===== config.mk =====
export PLATFORM = sky130hd
export DESIGN_NAME = jk_bank_sequencer
export DESIGN_NICKNAME = d
export VERILOG_FILES = /design/src/rtl/jk_bank_sequencer.sv
export SDC_FILE = /design/constraint.sdc
export NUM_CORES = 1
export LEC_CHECK = 0
export ABC_AREA = 1
export CELL_PAD_IN_SITES_DETAIL_PLACEMENT = 0
export CELL_PAD_IN_SITES_GLOBAL_PLACEMENT = 1
export CORE_MARGIN = 5
export CORE_UTILIZATION = 35
export DETAILED_ROUTE_END_ITERATION = 12
export PLACE_DENSITY_LB_ADDON = 0.1
export SYNTH_ARGS = -nofsm -noshare
export SYNTH_HDL_FRONTEND = slang
export SYNTH_SLANG_ARGS = --single-unit

===== constraint.sdc =====
create_clock -name clk -period 2.4 [get_ports clk]
set_input_delay 0.72 -clock clk [delete_from_list [all_inputs] [get_ports clk]]
set_output_delay 0.72 -clock clk [all_outputs]
set_load 0.03 [all_outputs]

===== src/rtl/jk_bank_sequencer.sv =====
// jk_bank_sequencer: turns host commands into per-bit J/K drive vectors for
// a bank of WIDTH JK flip-flops. The bank state lives here and only ever
// changes through the JK characteristic equation at EXEC edges.
module jk_bank_sequencer #(
  parameter int WIDTH = 4,
  parameter int CNT_W = 4
) (
  input  logic             clk,
  input  logic             rst,
  input  logic             cmd_valid,
  output logic             cmd_ready,
  input  logic [2:0]       cmd_op,
  input  logic [WIDTH-1:0] cmd_data,
  input  logic [CNT_W-1:0] cmd_count,
  input  logic             abort,
  output logic [WIDTH-1:0] j_out,
  output logic [WIDTH-1:0] k_out,
  output logic [WIDTH-1:0] q,
  output logic             busy,
  output logic             done,
  output logic             wrapped,
  output logic             err
);

  typedef enum logic [1:0] {
    IDLE = 2'd0,
    EXEC = 2'd1,
    DONE = 2'd2
  } state_t;

  localparam logic [2:0] OP_NOP    = 3'd0;
  localparam logic [2:0] OP_CLEAR  = 3'd1;
  localparam logic [2:0] OP_SET    = 3'd2;
  localparam logic [2:0] OP_LOAD   = 3'd3;
  localparam logic [2:0] OP_TOGGLE = 3'd4;
  localparam logic [2:0] OP_COUNT  = 3'd5;
  localparam logic [2:0] OP_SHIFT  = 3'd6;
  localparam logic [2:0] OP_ILL    = 3'd7;

  localparam logic [CNT_W-1:0] CNT_ZERO = {CNT_W{1'b0}};
  localparam logic [CNT_W-1:0] CNT_ONE  = {{(CNT_W-1){1'b0}}, 1'b1};
  localparam logic [WIDTH-1:0] ALL_ONES = {WIDTH{1'b1}};
  localparam logic [WIDTH-1:0] ALL_ZERO = {WIDTH{1'b0}};

  state_t             state_r, state_nxt_s;
  logic [2:0]         op_r;
  logic [WIDTH-1:0]   data_r;
  logic [CNT_W-1:0]   rem_r;
  logic [WIDTH-1:0]   q_r;
  logic               wrapped_r, err_r, live_r;
  logic [WIDTH-1:0]   j_s, k_s, cnt_t_s;
  logic               carry_s;
  logic               multi_s, active_s, last_s, accept_s;

  // JK characteristic: Qn = J & ~Q | ~K & Q
  function automatic logic [WIDTH-1:0] jk_next(input logic [WIDTH-1:0] qv,
                                               input logic [WIDTH-1:0] jv,
                                               input logic [WIDTH-1:0] kv);
    return (jv & ~qv) | (~kv & qv);
  endfunction

  assign multi_s   = (op_r == OP_COUNT) || (op_r == OP_SHIFT);
  // A step really drives the bank unless aborted or a zero-length multi-step op
  assign active_s  = (state_r == EXEC) && !abort && !(multi_s && (rem_r == CNT_ZERO));
  assign last_s    = abort || !multi_s || (rem_r == CNT_ZERO) || (rem_r == CNT_ONE);
  assign cmd_ready = live_r && (state_r == IDLE);
  assign accept_s  = cmd_valid && cmd_ready;

  // Counter toggle enables: bit i toggles when all lower bits are one
  always_comb begin
    carry_s = 1'b1;
    cnt_t_s = ALL_ZERO;
    for (int i = 0; i < WIDTH; i++) begin
      cnt_t_s[i] = carry_s;
      carry_s    = carry_s & q_r[i];
    end
  end

  // J/K drive from the latched command and the current bank state
  always_comb begin
    j_s = ALL_ZERO;
    k_s = ALL_ZERO;
    if (active_s) begin
      case (op_r)
        OP_CLEAR:  begin j_s = ALL_ZERO; k_s = ALL_ONES; end
        OP_SET:    begin j_s = ALL_ONES; k_s = ALL_ZERO; end
        OP_LOAD:   begin j_s = data_r;   k_s = ~data_r;  end
        OP_TOGGLE: begin j_s = data_r;   k_s = data_r;   end
        OP_COUNT:  begin j_s = cnt_t_s;  k_s = cnt_t_s;  end
        OP_SHIFT: begin
          j_s = {q_r[WIDTH-2:0], data_r[0]};
          k_s = ~{q_r[WIDTH-2:0], data_r[0]};
        end
        OP_NOP, OP_ILL: begin j_s = ALL_ZERO; k_s = ALL_ZERO; end
        default:   begin j_s = ALL_ZERO; k_s = ALL_ZERO; end
      endcase
    end else begin
      j_s = ALL_ZERO;
      k_s = ALL_ZERO;
    end
  end

  // Next-state logic for the IDLE/EXEC/DONE controller
  always_comb begin
    state_nxt_s = state_r;
    case (state_r)
      IDLE: begin
        if (accept_s) state_nxt_s = EXEC;
        else          state_nxt_s = IDLE;
      end
      EXEC: begin
        if (last_s) state_nxt_s = DONE;
        else        state_nxt_s = EXEC;
      end
      DONE:    state_nxt_s = IDLE;
      default: state_nxt_s = IDLE;
    endcase
  end

  // State, command latch, bank update and sticky flags
  always_ff @(posedge clk or posedge rst) begin
    if (rst) begin
      state_r   <= IDLE;
      op_r      <= OP_NOP;
      data_r    <= ALL_ZERO;
      rem_r     <= CNT_ZERO;
      q_r       <= ALL_ZERO;
      wrapped_r <= 1'b0;
      err_r     <= 1'b0;
      live_r    <= 1'b0;
    end else begin
      live_r  <= 1'b1;
      state_r <= state_nxt_s;
      if (accept_s) begin
        op_r      <= cmd_op;
        data_r    <= cmd_data;
        rem_r     <= cmd_count;
        wrapped_r <= 1'b0;
        err_r     <= (cmd_op == OP_ILL);
      end else if (state_r == EXEC) begin
        q_r <= jk_next(q_r, j_s, k_s);
        if (rem_r != CNT_ZERO) rem_r <= rem_r - CNT_ONE;
        if (active_s && (op_r == OP_COUNT) && (q_r == ALL_ONES)) wrapped_r <= 1'b1;
      end
    end
  end

  assign j_out   = j_s;
  assign k_out   = k_s;
  assign q       = q_r;
  assign busy    = (state_r != IDLE);
  assign done    = (state_r == DONE);
  assign wrapped = wrapped_r;
  assign err     = err_r;

endmodule


-- After elaboration in Yosys (flattened, before gate mapping)
Index checks and enable logic that the tools add are counted.
- add/subtract/negate cells: 1
- reduce and logical (&&, ||, !) cells: 28
- $mul: 0
- $lt $le $gt $ge: 0
- muxes and demuxes: 13
- bitwise logic cells: 10
- div/mod/pow operators: 0
- shifts and indexed selects: 0
- eq/ne operators: 12
- operator list (kind ; count):
    4-bit one-hot mux with 6 select lines ; 1
    4-bit two-way mux ; 5
    4-bit one-hot mux with 5 select lines ; 1
    4-bit inverter ; 4
    3-bit == test, second input constant ; 5
    4-bit AND ; 2
    2-bit nonzero test ; 4
    1-bit logical AND ; 7
    3-bit by 2-bit == test with 1-bit output, second input constant ; 2
    2-bit AND reduction ; 3
    3-bit OR reduction ; 2
    4-bit by 1-bit == test with 1-bit output, second input constant ; 1
    4-bit == test, second input constant ; 1
    4-bit zero test ; 1
    1-bit logical OR ; 4
    1-bit two-way mux ; 4
    4-bit bitwise OR ; 1
    2-bit one-hot mux with 2 select lines ; 1
    4-bit nonzero test ; 1
    4-bit by 1-bit subtractor with 4-bit output, second input constant ; 1
    3-bit by 1-bit == test with 1-bit output, second input constant ; 1
    1-bit zero test ; 3
    3-bit zero test ; 1
    1-bit AND ; 2
    other kinds (6) ; 6
- bits in read-only memories: 0
- memories kept: 0
- bits in latches: 0
- bits in registers: 20
- input bits: 15
- word-level logic and storage cells: 72
- memory bits (writable): 0

-- Longest topological paths before layout
- depth in word-level cells: 10
- gate-level depth with buffers: 11

-- Least setup slack after synthesis
Ideal clock, no wire load.
- kind: input -> output
- start: in abort
- end: out j_out[3]
- data required time: 1.680 ns
- cell stages on the path: 5
- path buffers: 1
- data arrival time: 1.479 ns
- path slack: 0.201 ns
- path through: inv_1 > nand2_1 > a21oi_4 > buf_6 > a21boi_2
- cells in the longest elaborated chain, start to end: 4
- ends and longest elaborated chain (what ; RTL line ; text):
    start, declared ; 15 ; input logic abort,
    1-bit zero test ; 64 ; assign active_s = (state_r == EXEC) && !abort && !(multi_s && (rem_r == CNT_ZERO));
    1-bit logical AND (2 in series) ; 64 ;
    4-bit two-way mux ; 83 ; if (active_s) begin
    end, declared ; 16 ; output logic [WIDTH-1:0] j_out,
No other way between the ends.

-- Worst setup path after layout
- start: reg op_r[0]
- end: out j_out[3]
- cells in the longest elaborated chain, start to end: 6
- elaborated cells on any way between the ends: 16
- classes of those cells: 7 x eq/ne; 2 x mux; 7 x reduce/logical
- ends and longest elaborated chain (what ; RTL line ; text):
    start, declared ; 46 ; logic [2:0] op_r;
    start signal, assigned ; 135 ; op_r <= cmd_op;
    parallel branches: the longest is 5 deep, another holds 4-bit one-hot mux with 5 select lines ; n/a ;
    4-bit two-way mux * ; 83 ;
Every way passes the cells marked *.

==> impl_metrics.csv <==
group,metric,value,unit
worst_setup_path,worstSetupPathType,"reg -> out",
clocking,clkLatencyLatePin,260,ps
sta,post-route-period-util,99.1,%
final_layout,area_delta_synth_final,47.4,%
sta,hold_viol_final,0,
clocking,clkTransAtPathRegs,80,ps
clocking,htreeDepth,1,
worst_hold_path,min_path_type,"reg -> reg",
logic_synthesis,ys_warn_count,0,
sta,setup_viol,0,
sta,fmax,421,MHz
logic_synthesis,synth.area.top_cells,"dfrtp_1 (36%), nand2_1 (16%), inv_1 (9.1%)",
clocking,clockBufferDepth,2,
worst_setup_path,startpoint_type,"flop",
logic_synthesis,synth-edff-count,0,
route,drtPass1Iterations,4,
final_layout,antenna_cells,0,
floorplanning,fp.dieH,73.2,um
logic_synthesis,synth_cells,204,
sta,rsz0062_at_grt,"true",
placed_design,hpwlAfterDp,2670,um
global_routing,antenna_found_initial,0,
outcome,status,"finished, final reports clean",
sta,min_period,2380,ps
global_routing,grt_use_total,14.1,%
global_routing,first_global_vias,1400,
route,vias,1418,
floorplanning,num_rows,23,
logic_synthesis,synth_cell_types,28,
route,wirelength,3570,um
placed_design,gp_congestion,0.829,
power_and_ir_drop,power_density,939,mW/mm2
placed_design,place.port_buffers,31,
power_and_ir_drop,total_power,0.00193,W
route,drc,0,
logic_synthesis,synth-async-reset-ratio,100,%
clocking,cts.sinks,20,
placed_design,place_area,0.00178,mm2
sta,slew_viol_final,0,
logic_synthesis,netlist_area,0.00140,mm2
floorplanning,start_util,35.4,%
logic_synthesis,synth_flop_cell,"dfrtp_1",
clocking,numCtsBuffers,3,
worst_setup_path,end_kind,"output port",
global_routing,grt_pass1_wl,6050,um
route,route.detailed.wl_per_inst,11.7,um
logic_synthesis,synth_seq_area_share,35.8,%
worst_setup_path,cp.required,1680,ps
route,drt-initial-drc-count,71,
logic_synthesis,synth-seq-cells,20,
logic_synthesis,synth_commonest_cells,"nand2_1 (61), inv_1 (34), dfrtp_1 (20)",
sta,fin_skew,8.09,ps
floorplanning,coreArea,0.00394,mm2
final_layout,drive_gt1_share,28.1,%
clocking,cts_tree,"yes",
logic_synthesis,syn_avg_cell_area,6.85,um2
logic_synthesis,syn_nets,223,
final_layout,finalInstanceArea,0.00206,mm2
final_layout,fin_nets,276,
global_routing,grt_max_degree,21,
final_layout,fin_util,52.2,%
logic_synthesis,synth.top_cell.area_share,35.8,%
power_and_ir_drop,peakVddDrop,0.433,mV
worst_setup_path,critPathMaxFanout,8,
worst_setup_path,worstPathArrival,1660,ps
floorplanning,ios,32,
power_and_ir_drop,p_leak,1.09,nW
logic_synthesis,synth_top_cell_by_area,"dfrtp_1",
clocking,cts_root_buf,"clkbuf_8",
job,drv_cap,0,
floorplanning,dieArea,0.00536,mm2
route,via_per_inst,4.63,
global_routing,overflow,0,
logic_synthesis,synth.most_common_cell,"nand2_1",
route,postRouteAntennaNets,0,
floorplanning,die_x,73.2,um
## power by group
group / switching [W] / total (W) / internal [W]
sequential: 0.000123 / 0.000567 / 0.000443
clock: 0.000114 / 0.000260 / 0.000146
combinational: 0.000648 / 0.00111 / 0.000461
## timing repair
action	4_1_cts	5_1_grt
setup buffers	3	8
gates cloned	1	0
endpoints found under the hold margin	0	0
hold buffers	0	0
gates resized for setup	18	27
endpoints found under the setup margin	9	8
pin swaps	3	9
## cells by family after synthesis
kind of cell | share of synthesized area, %
simple gates | 36.3
xor+xnor | 0.627
fa+ha+maj | 3.58
flops | 35.8
compound gates | 9.58
other cells | 0.268
buf+inv | 13.9
## through the flow
step	std cells	worst slack (ps)	setup TNS [ps]	hold WS, ps
finish	306	22.4	0	493
global route	306	-60.1	-350	521
global placement	290	-231	-1450	481
floorplan	204	201	0	485
detailed placement	290	-241	-1530	480
CTS	298	-8.38	-8.38	500
## placed cells by master, fill, tap and decap left out
master           Yosys  layout
nand2_1             61      55
inv_1               34      30
clkdlybuf4s50_1      0      21
buf_4                1      21
dfrtp_1             20      17
nor2_1              19      16
nand3_1             19      16
o21ai_0             14      12
buf_6                3       9
inv_2                4       6
nor2_2               4       5
nand2_4              1       5
nand3_2              2       4
clkbuf_8             0       4
nand2_2              1       3
dfrtp_2              0       3
inv_4                0       2
nand3_4              1       2
nor2_4               0       2
o21ai_1              0       2
nand4_1              2       2
a21oi_2              1       2
o22ai_1              2       2
ha_1                 4       2
a21oi_4              1       1
or2_1                1       1
nand3b_1             1       1
nor3_1               1       1
xor2_1               1       1
o31ai_1              1       1
a21boi_2             1       1
o211ai_1             1       1
ha_2                 0       1
ha_4                 0       1
clkdlybuf4s15_1      0       1
conb_1               1       1
dlygate4sd2_1        0       1
## registers in the layout, summed over array words and instances, names as in the netlist
register  flops
data_r        4
q             4
rem_r         4
op_r          3
state_r       2
err           1
live_r        1
wrapped       1
## cell type report
class                           instances  area, um2
Multi-Input combinational cell        141        802
Fill cell                             391       1880
Timing Repair Buffer                   53        488
Inverter                               38        148
Clock buffer                            4       55.1
Sequential cell                        20        504
Tap cell                               50       62.6
## worst paths after layout
| check | start | endpoint | slack [ps] | cells after the start |
|---|---|---|---|---|
| max in group asynchronous | rst | op_r[0]$_DFFE_PP0P_ | 1370 | 3 |
| min in group asynchronous | rst | wrapped$_DFFE_PP0P_ | 790 | 3 |
| min reg2reg | q[3]$_DFFE_PP0P_ | q[3]$_DFFE_PP0P_ | 490 | 2 |
| max | op_r[0]$_DFFE_PP0P_ | j_out[3] | 20 | 8 |
| max reg2reg | op_r[1]$_DFFE_PP0P_ | q[3]$_DFFE_PP0P_ | 920 | 11 |
| min | q[3]$_DFFE_PP0P_ | q[3]$_DFFE_PP0P_ | 490 | 2 |
## worst max-delay path: stages (launching register included)
cell and delay [ps]:
dfrtp_2 470, buf_4 170, nand3_4 110, nand2_4 70, buf_4 140, nor2_1 100
nor2_2 60, a21boi_2 140, buf_6 140
## routing by layer
layer	GRT usage (%)	part of all wire (%)	vias to the layer above
met5	0	0	-
met4	3.07	0.81	0
met3	2.75	5.3	4
met2	26.6	52	30
met1	16.1	42	654
li1	-	-	730
Note: power is estimated with default switching activity, not from simulation.
